File: config.mk
export PLATFORM = sky130hd
export DESIGN_NAME = branch_resolver
export DESIGN_NICKNAME = d
export VERILOG_FILES = /design/src/rtl/branch_resolver.sv
export SDC_FILE = /design/constraint.sdc
export NUM_CORES = 1
export LEC_CHECK = 0
export CORE_ASPECT_RATIO = 0.5
export CORE_UTILIZATION = 30
export CTS_BUF_LIST = sky130_fd_sc_hd__clkbuf_8
export DETAILED_ROUTE_END_ITERATION = 16
export GPL_TIMING_DRIVEN = 0
export HOLD_SLACK_MARGIN = 0.08
export SLEW_MARGIN = 0
export SYNTH_ARGS = -nofsm -noshare
export SYNTH_HDL_FRONTEND = slang
export SYNTH_SLANG_ARGS = --single-unit
File: constraint.sdc
create_clock -name clk_i -period 4.5 [get_ports clk_i]
set_input_delay 0.45 -clock clk_i [delete_from_list [all_inputs] [get_ports clk_i]]
set_output_delay 0.45 -clock clk_i [all_outputs]
set_load 0.1 [all_outputs]
File: src/rtl/branch_resolver.sv
// Prediction-loop closer: queues IF-side predictions in order, compares each against
// its EX resolution, and emits registered predictor training and mispredict redirects.
module branch_resolver #(
   parameter int DEPTH = 4,
   parameter int AW    = 32
) (
   input  logic          clk_i,
   input  logic          rst_i,
   input  logic          push_valid_i,
   input  logic [AW-1:0] push_pc_i,
   input  logic          push_je_i,
   input  logic [AW-1:0] push_jdest_i,
   output logic          full_o,
   input  logic          ex_valid_i,
   input  logic [AW-1:0] ex_pc_i,
   input  logic          ex_is_jmp_i,
   input  logic          ex_taken_i,
   input  logic [AW-1:0] ex_target_i,
   output logic          upd_valid_o,
   output logic [AW-1:0] upd_pc_o,
   output logic [AW-1:0] upd_dest_o,
   output logic          upd_taken_o,
   output logic          flush_o,
   output logic [AW-1:0] redirect_pc_o,
   output logic          err_o,
   output logic [31:0]   branch_cnt_o,
   output logic [31:0]   mispred_cnt_o
);
   localparam int          PW      = $clog2(DEPTH);
   localparam logic [PW:0] DEPTH_C = (PW+1)'(DEPTH);

   logic [AW-1:0] pc_mem_q    [DEPTH];
   logic [AW-1:0] jdest_mem_q [DEPTH];
   logic          je_mem_q    [DEPTH];

   logic [PW-1:0] rd_ptr_q, rd_ptr_d, wr_ptr_q, wr_ptr_d;
   logic [PW:0]   count_q, count_d;
   logic          upd_valid_q, upd_valid_d, upd_taken_q, upd_taken_d;
   logic          flush_q, flush_d, err_q, err_d;
   logic [AW-1:0] upd_pc_q, upd_pc_d, upd_dest_q, upd_dest_d, redirect_q, redirect_d;
   logic [31:0]   branch_cnt_q, branch_cnt_d, mispred_cnt_q, mispred_cnt_d;

   logic          push_ok_s, pop_s, mispredict_s, empty_s;
   logic          head_je_s;
   logic [AW-1:0] head_pc_s, head_jdest_s;

   assign full_o    = (count_q == DEPTH_C);
   assign empty_s   = (count_q == {(PW+1){1'b0}});
   assign push_ok_s = push_valid_i & ~full_o;
   assign pop_s     = ex_valid_i & ~empty_s;

   assign head_pc_s    = pc_mem_q[rd_ptr_q];
   assign head_je_s    = je_mem_q[rd_ptr_q];
   assign head_jdest_s = jdest_mem_q[rd_ptr_q];

   // Head-entry compare; a non-branch is only wrong if it was predicted taken.
   always_comb begin
      mispredict_s = 1'b0;
      if (pop_s) begin
         if (ex_is_jmp_i) begin
            mispredict_s = (ex_taken_i != head_je_s) |
                           (ex_taken_i & (ex_target_i != head_jdest_s));
         end else begin
            mispredict_s = head_je_s;
         end
      end else begin
         mispredict_s = 1'b0;
      end
   end

   // FIFO pointer/count next state; a mispredict empties the queue and drops any push.
   always_comb begin
      rd_ptr_d = rd_ptr_q;
      wr_ptr_d = wr_ptr_q;
      count_d  = count_q;
      if (mispredict_s) begin
         rd_ptr_d = wr_ptr_q;
         wr_ptr_d = wr_ptr_q;
         count_d  = {(PW+1){1'b0}};
      end else begin
         if (push_ok_s) begin
            wr_ptr_d = wr_ptr_q + PW'(1);
         end else begin
            wr_ptr_d = wr_ptr_q;
         end
         if (pop_s) begin
            rd_ptr_d = rd_ptr_q + PW'(1);
         end else begin
            rd_ptr_d = rd_ptr_q;
         end
         case ({push_ok_s, pop_s})
            2'b10:   count_d = count_q + (PW+1)'(1);
            2'b01:   count_d = count_q - (PW+1)'(1);
            default: count_d = count_q;
         endcase
      end
   end

   // Training, redirect, error and counter next state.
   always_comb begin
      upd_valid_d   = pop_s & ex_is_jmp_i;
      flush_d       = mispredict_s;
      upd_pc_d      = upd_pc_q;
      upd_dest_d    = upd_dest_q;
      upd_taken_d   = upd_taken_q;
      redirect_d    = redirect_q;
      branch_cnt_d  = branch_cnt_q;
      mispred_cnt_d = mispred_cnt_q;
      err_d = err_q | (ex_valid_i & empty_s) | (pop_s & (head_pc_s != ex_pc_i));
      if (pop_s) begin
         upd_pc_d    = ex_pc_i;
         upd_dest_d  = ex_target_i;
         upd_taken_d = ex_taken_i;
         redirect_d  = ex_taken_i ? ex_target_i : (ex_pc_i + AW'(4));
         if (ex_is_jmp_i) begin
            branch_cnt_d = branch_cnt_q + 32'd1;
         end else begin
            branch_cnt_d = branch_cnt_q;
         end
         if (mispredict_s) begin
            mispred_cnt_d = mispred_cnt_q + 32'd1;
         end else begin
            mispred_cnt_d = mispred_cnt_q;
         end
      end else begin
         upd_pc_d = upd_pc_q;
      end
   end

   // Prediction storage; validity is tracked by the pointers, so no reset is needed.
   always_ff @(posedge clk_i) begin
      if (push_ok_s && !mispredict_s) begin
         pc_mem_q[wr_ptr_q]    <= push_pc_i;
         je_mem_q[wr_ptr_q]    <= push_je_i;
         jdest_mem_q[wr_ptr_q] <= push_jdest_i;
      end
   end

   // Control and output registers.
   always_ff @(posedge clk_i) begin
      if (rst_i) begin
         rd_ptr_q      <= '0;
         wr_ptr_q      <= '0;
         count_q       <= '0;
         upd_valid_q   <= 1'b0;
         upd_taken_q   <= 1'b0;
         flush_q       <= 1'b0;
         err_q         <= 1'b0;
         upd_pc_q      <= '0;
         upd_dest_q    <= '0;
         redirect_q    <= '0;
         branch_cnt_q  <= 32'd0;
         mispred_cnt_q <= 32'd0;
      end else begin
         rd_ptr_q      <= rd_ptr_d;
         wr_ptr_q      <= wr_ptr_d;
         count_q       <= count_d;
         upd_valid_q   <= upd_valid_d;
         upd_taken_q   <= upd_taken_d;
         flush_q       <= flush_d;
         err_q         <= err_d;
         upd_pc_q      <= upd_pc_d;
         upd_dest_q    <= upd_dest_d;
         redirect_q    <= redirect_d;
         branch_cnt_q  <= branch_cnt_d;
         mispred_cnt_q <= mispred_cnt_d;
      end
   end

   assign upd_valid_o   = upd_valid_q;
   assign upd_pc_o      = upd_pc_q;
   assign upd_dest_o    = upd_dest_q;
   assign upd_taken_o   = upd_taken_q;
   assign flush_o       = flush_q;
   assign redirect_pc_o = redirect_q;
   assign err_o         = err_q;
   assign branch_cnt_o  = branch_cnt_q;
   assign mispred_cnt_o = mispred_cnt_q;
endmodule

# == Yosys cells after proc, flatten, opt, wreduce, memory -nomap -nowiden ==
# Memories as Yosys holds them, arrays and structs flattened. A register that Yosys moved wholly into a read port is not among the register bits.
# Cells that the tools add are included.
# totals
ram_bits,260
inputBits,135
memories,3
reg_bits,171
# op_classes
reduce_logical,9
n_mux,14
bitwise_logic,12
eq_ne,6
n_addsub,7
# mem_list
memory,words,word_bits,read_ports,rd_ports_with_merged_regs,write_ports,line_no,source
jdest_mem_q,4,32,1,1,1,33,logic [AW-1:0] jdest_mem_q [DEPTH];
pc_mem_q,4,32,1,1,1,32,logic [AW-1:0] pc_mem_q [DEPTH];
je_mem_q,4,1,1,1,1,34,logic je_mem_q [DEPTH];
# ops
operator,count
adder 32 x 1 -> 32 bit (second input constant),2
!= test 32 bit,2
adder 32 x 3 -> 32 bit (second input constant),1
two-way mux 32 bit,1
two-way mux 2 bit,8
AND 1 bit,6
case mux 3 bit (2 select lines),1
AND reduction 2 bit,3
adder 2 x 1 -> 2 bit (second input constant),2
two-way mux 1 bit,4
nonzero test 2 bit,2
adder 3 x 1 -> 3 bit (second input constant),1
equality test 3 bit (second input constant),1
zero test 3 bit,1
inverter 1 bit,3
bitwise OR 1 bit,3
subtractor 3 x 1 -> 3 bit (second input constant),1
equality test 2 x 1 -> 1 bit (second input constant),1
equality test 2 bit (second input constant),1
OR reduction 2 bit,1
logical AND 1 bit,1
zero test 1 bit,1
!= test 1 bit,1

# == Logic depth before layout (Yosys ltp) ==
# depth
depth_word,9
mapped_depth,13
ltp_nobuf,10

# == Worst setup path before layout ==
# OpenSTA, ideal clock, no wires.
# synth_timing
kind,register -> register
startpoint,register (tool-made name)
endpoint,memory jdest_mem_q[0][0] (enable)
setup_slack_ns,0.102
setup_time_ns,0.430
arrival_time_ns,3.968
stages_incl_launch_ff,11
required_ns,4.070
path_cell_list,dfxtp_1 -> buf_6 -> buf_6 -> mux4_2 -> xnor2_1 -> nand3_1 -> nor4_1 -> nand3_1 -> nor4_4 -> o21ba_2 -> and2_1
# synth_lines
element,line_no
"end, declared",33

==> results.txt <==
path depth of the worst reg2reg path = 13
Setup crit end kind = register
CP max-delay cell = and2_4
largest net degree at the start of global routing = 36
total gr overflow = 0
ys async rst share = 0%
clk buf depth = 3
Via density = 4.76
final net count = 1,970
switch share = 38.3%
Mapped Cells = 1,457
Root Driver = clkbuf_8
Detailed Place HPWL = 39.8 mm
Flop pwr share = 40.3%
cell mode on critical path = buf_4
worst-margin pin slew = 1.17 ns
worst ir drop on vdd = 0.240 mV
final setup fails = 0
Rel. slew slack = 20.7%
Static Leak = 0.00765 uW
first-pass GRT wire length = 79.7 mm
GPL Wtd Cong = 0.831
initial DRC count = 770
max layer used = met5
Final Cycle Share = 90.0%
clock-pin slew on the worst setup and hold paths = 0.06 ns
RSZ-0062 raised after global routing = no
crit-path max FO = 34
Seq cells post-synth = 433
Vert. Die Dim = 176 um
Crit path max-delay family = buffers and inverters
crit path DAT = 4.35 ns
Final Max Tran Viols = 0
setup slack after layout = 0.449 ns
Fin. Hold Viols = 0
post-DR wirelength/cell = 20.1 um
WL met2 = 28.7 mm
syn nets = 1,601
CTS tree = yes
CORE AREA = 59,400 um^2
Yosys warning total = 0
placed cells = 2,562
internal power = 7610 uW
Post-synth EDFFs = 260
met3 WL = 2.02 mm
CTS H-tree lvls = 3
via count = 12.8k
NetSw = 4720 uW
CTS sink count = 433
vias in the first global route = 12.4k
status = finished clean
I/O pins = 300
Util after Layout = 39.4%
placed cell areas = 22,100 um^2
Area Growth Syn to Fin = 29.6%
worst path required time = 4.80 ns
CP Launch Type = register
post-synth cell types = 47
syn avg cell area = 12.4 um^2
Buf+Inv Stages, Crit Path = 5
share of cells above drive strength 1 = 11.2%
DRC violations left = 0
reg2reg setup slack = 0.45 ns
routed metal-1 wirelength = 22.0 mm
R2R Path End = pc_mem_q[0][24]
width of the die = 349 um
Filler cells = 5,757
fmax = 0.247 GHz
critical-path cell list = buf_4 > buf_4 > buf_2 > mux4_2 > xnor2_1 > nand4_1 > nor2_1 > nand3_1 > nor4_4 > buf_4 > o21ba_2 > and2_4 > buf_12
Comb pwr share = 33.7%
MaxCap Viol Count = 0
post-synthesis instance area = 18,100 um^2
critical path capture point = pc_mem_q[0][24]
HP Class = in -> reg
Crit path depth = 13
Num CTS Buffers = 71
clk_lat worst skew = 0.64 ns
All-Layer GR Usage = 17.4%
1st-pass router iterations = 5
Routed WL = 54.2 mm
row count = 63
WS Path Type = reg -> reg
clock share of power = 26.1%
Place WS = -0.0334 ns
worst hold slack = 0.206 ns
ys flop type = edfxtp_1
post-route ant nets = 0
post-route cell area = 23,400 um^2
final worst clock skew = 0.0538 ns
minimum clock period = 4.05 ns
Cell Count, Final, Fillers Out = 2,691
Critical Path Max Stage Delay = 0.51 ns
quantity of I/O buffers inserted on ports = 289
Seq/Total Area, Yosys = 62.3%
cell area power density = 526 nW/um^2
initial antenna violation count = 2
initial core utilization = 30.4%
die area = 61,300 um^2
sequential cells by signal, summed over array words and instances (netlist names), named ones only:
signal         cells
wr_ptr_q           2
rd_ptr_q           2
mispred_cnt_o     32
upd_dest_o        32
upd_valid_o        1
je_mem_q           4
upd_taken_o        1
branch_cnt_o      32
flush_o            1
count_q            3
pc_mem_q         128
jdest_mem_q      128
err_o              1
redirect_pc_o     32
upd_pc_o          32
worst min-delay path: stages:
cell and delay (ns):
buf_2 0.18, nand2_1 0.08, a21oi_1 0.05
area by class of cell:
cell class	count	area (um^2)	share of cell area, %
antenna	1	2.50	0.0107
buffer	87	395	1.69
clock buffer	80	1100	4.70
clock inverter	45	211	0.902
inverter	14	52.6	0.224
multi-input combinational	923	6380	27.2
sequential	433	11300	48.1
tap	812	1020	4.33
timing repair buffer	296	3010	12.8
cell families after synthesis:
group | Yosys count | share of synthesized area [%]
mux | 101 | 9.81
buf+inv | 101 | 2.46
flops | 433 | 62.3
compound gates | 180 | 5.48
fa+ha+maj | 9 | 0.664
simple gates | 512 | 13.4
xor+xnor | 121 | 5.86
synthesized netlist by cell type, types with 24 or more instances:
master    count  area (um^2)
nand3_1      44          220
nand2_1     229          860
edfxtp_1    260         7810
nand4_1      28          175
xor2_1       60          526
nor2_1       74          278
nor3_1       24          120
o21ai_0      29          145
clkbuf_1     56          210
a21oi_1     116          581
xnor2_1      61          534
dfxtp_1     173         3460
mux4_2       59         1330
worst min-delay path by stage:
stage	start	endpoint	slack (ns)	depth (start not counted)
after floorplan	wr_ptr_q[1]	wr_ptr_q[1]	0.48	2
after global placement	redirect_pc_o[22]	redirect_pc_o[22]	0.44	2
after detailed placement	redirect_pc_o[6]	redirect_pc_o[6]	0.44	2
after CTS	ex_pc_i[9]	upd_pc_o[9]	0.17	3
after global routing	ex_pc_i[9]	upd_pc_o[9]	0.20	3
final	ex_pc_i[9]	upd_pc_o[9]	0.21	3
metrics by stage:
| step | TNS (ns) | total power [uW] |
|---|---|---|
| 3_5_place_dp | -1.53 | 9210 |
| 2_1_floorplan | 0 | 7950 |
| 3_3_place_gp | -543.72 | 9180 |
| 4_1_cts | 0 | 12400 |
| 6_report | 0 | 12300 |
| 5_1_grt | 0 | 12800 |
layer usage:
layer  global-route usage [%]  vias up
li1                         -     6047
met5                        0        -
met3                     2.76       86
met4                     5.98        2
met2                     31.3      289
met1                     21.2     6374
power groups by stage:
| stage | sequential (uW) | combinational, uW | clock, uW |
|---|---|---|---|
| 2_1_floorplan | 6430 | 1520 | 0 |
| 3_3_place_gp | 5070 | 4100 | 0 |
| 3_5_place_dp | 5050 | 4160 | 0 |
| 4_1_cts | 4970 | 4170 | 3290 |
| 5_1_grt | 5010 | 4370 | 3460 |
| 6_report | 4960 | 4150 | 3220 |
placed cells by master, fill, tap and decap left out, types with 5 or more instances in the layout:
master / instances
nand2_1: 229
xor2_1: 60
o31ai_1: 12
buf_2: 13
nor2b_1: 20
mux2i_1: 22
nor4_1: 14
dfxtp_1: 173
clkbuf_8: 80
or3_1: 5
clkbuf_1: 56
nand3_1: 44
buf_4: 7
nor3_1: 24
nor2_1: 74
clkdlybuf4s50_1: 289
nand2b_1: 14
o211ai_1: 7
xnor2_1: 61
and3_1: 21
mux4_2: 59
inv_1: 38
and4_1: 6
mux2_2: 20
nand4_1: 28
or4_1: 17
o21ai_0: 29
clkinv_2: 7
clkinv_1: 7
a21oi_1: 116
ha_1: 8
edfxtp_1: 260
buf_6: 5
buf_1: 9
repair_timing:
action,4_1_cts,5_1_grt
endpoints found under the setup margin,136,137
gates resized for setup,2,0
pin swaps,0,1
setup buffers,0,3
hold buffers,0,0
Note: power is estimated with default switching activity, not from simulation.
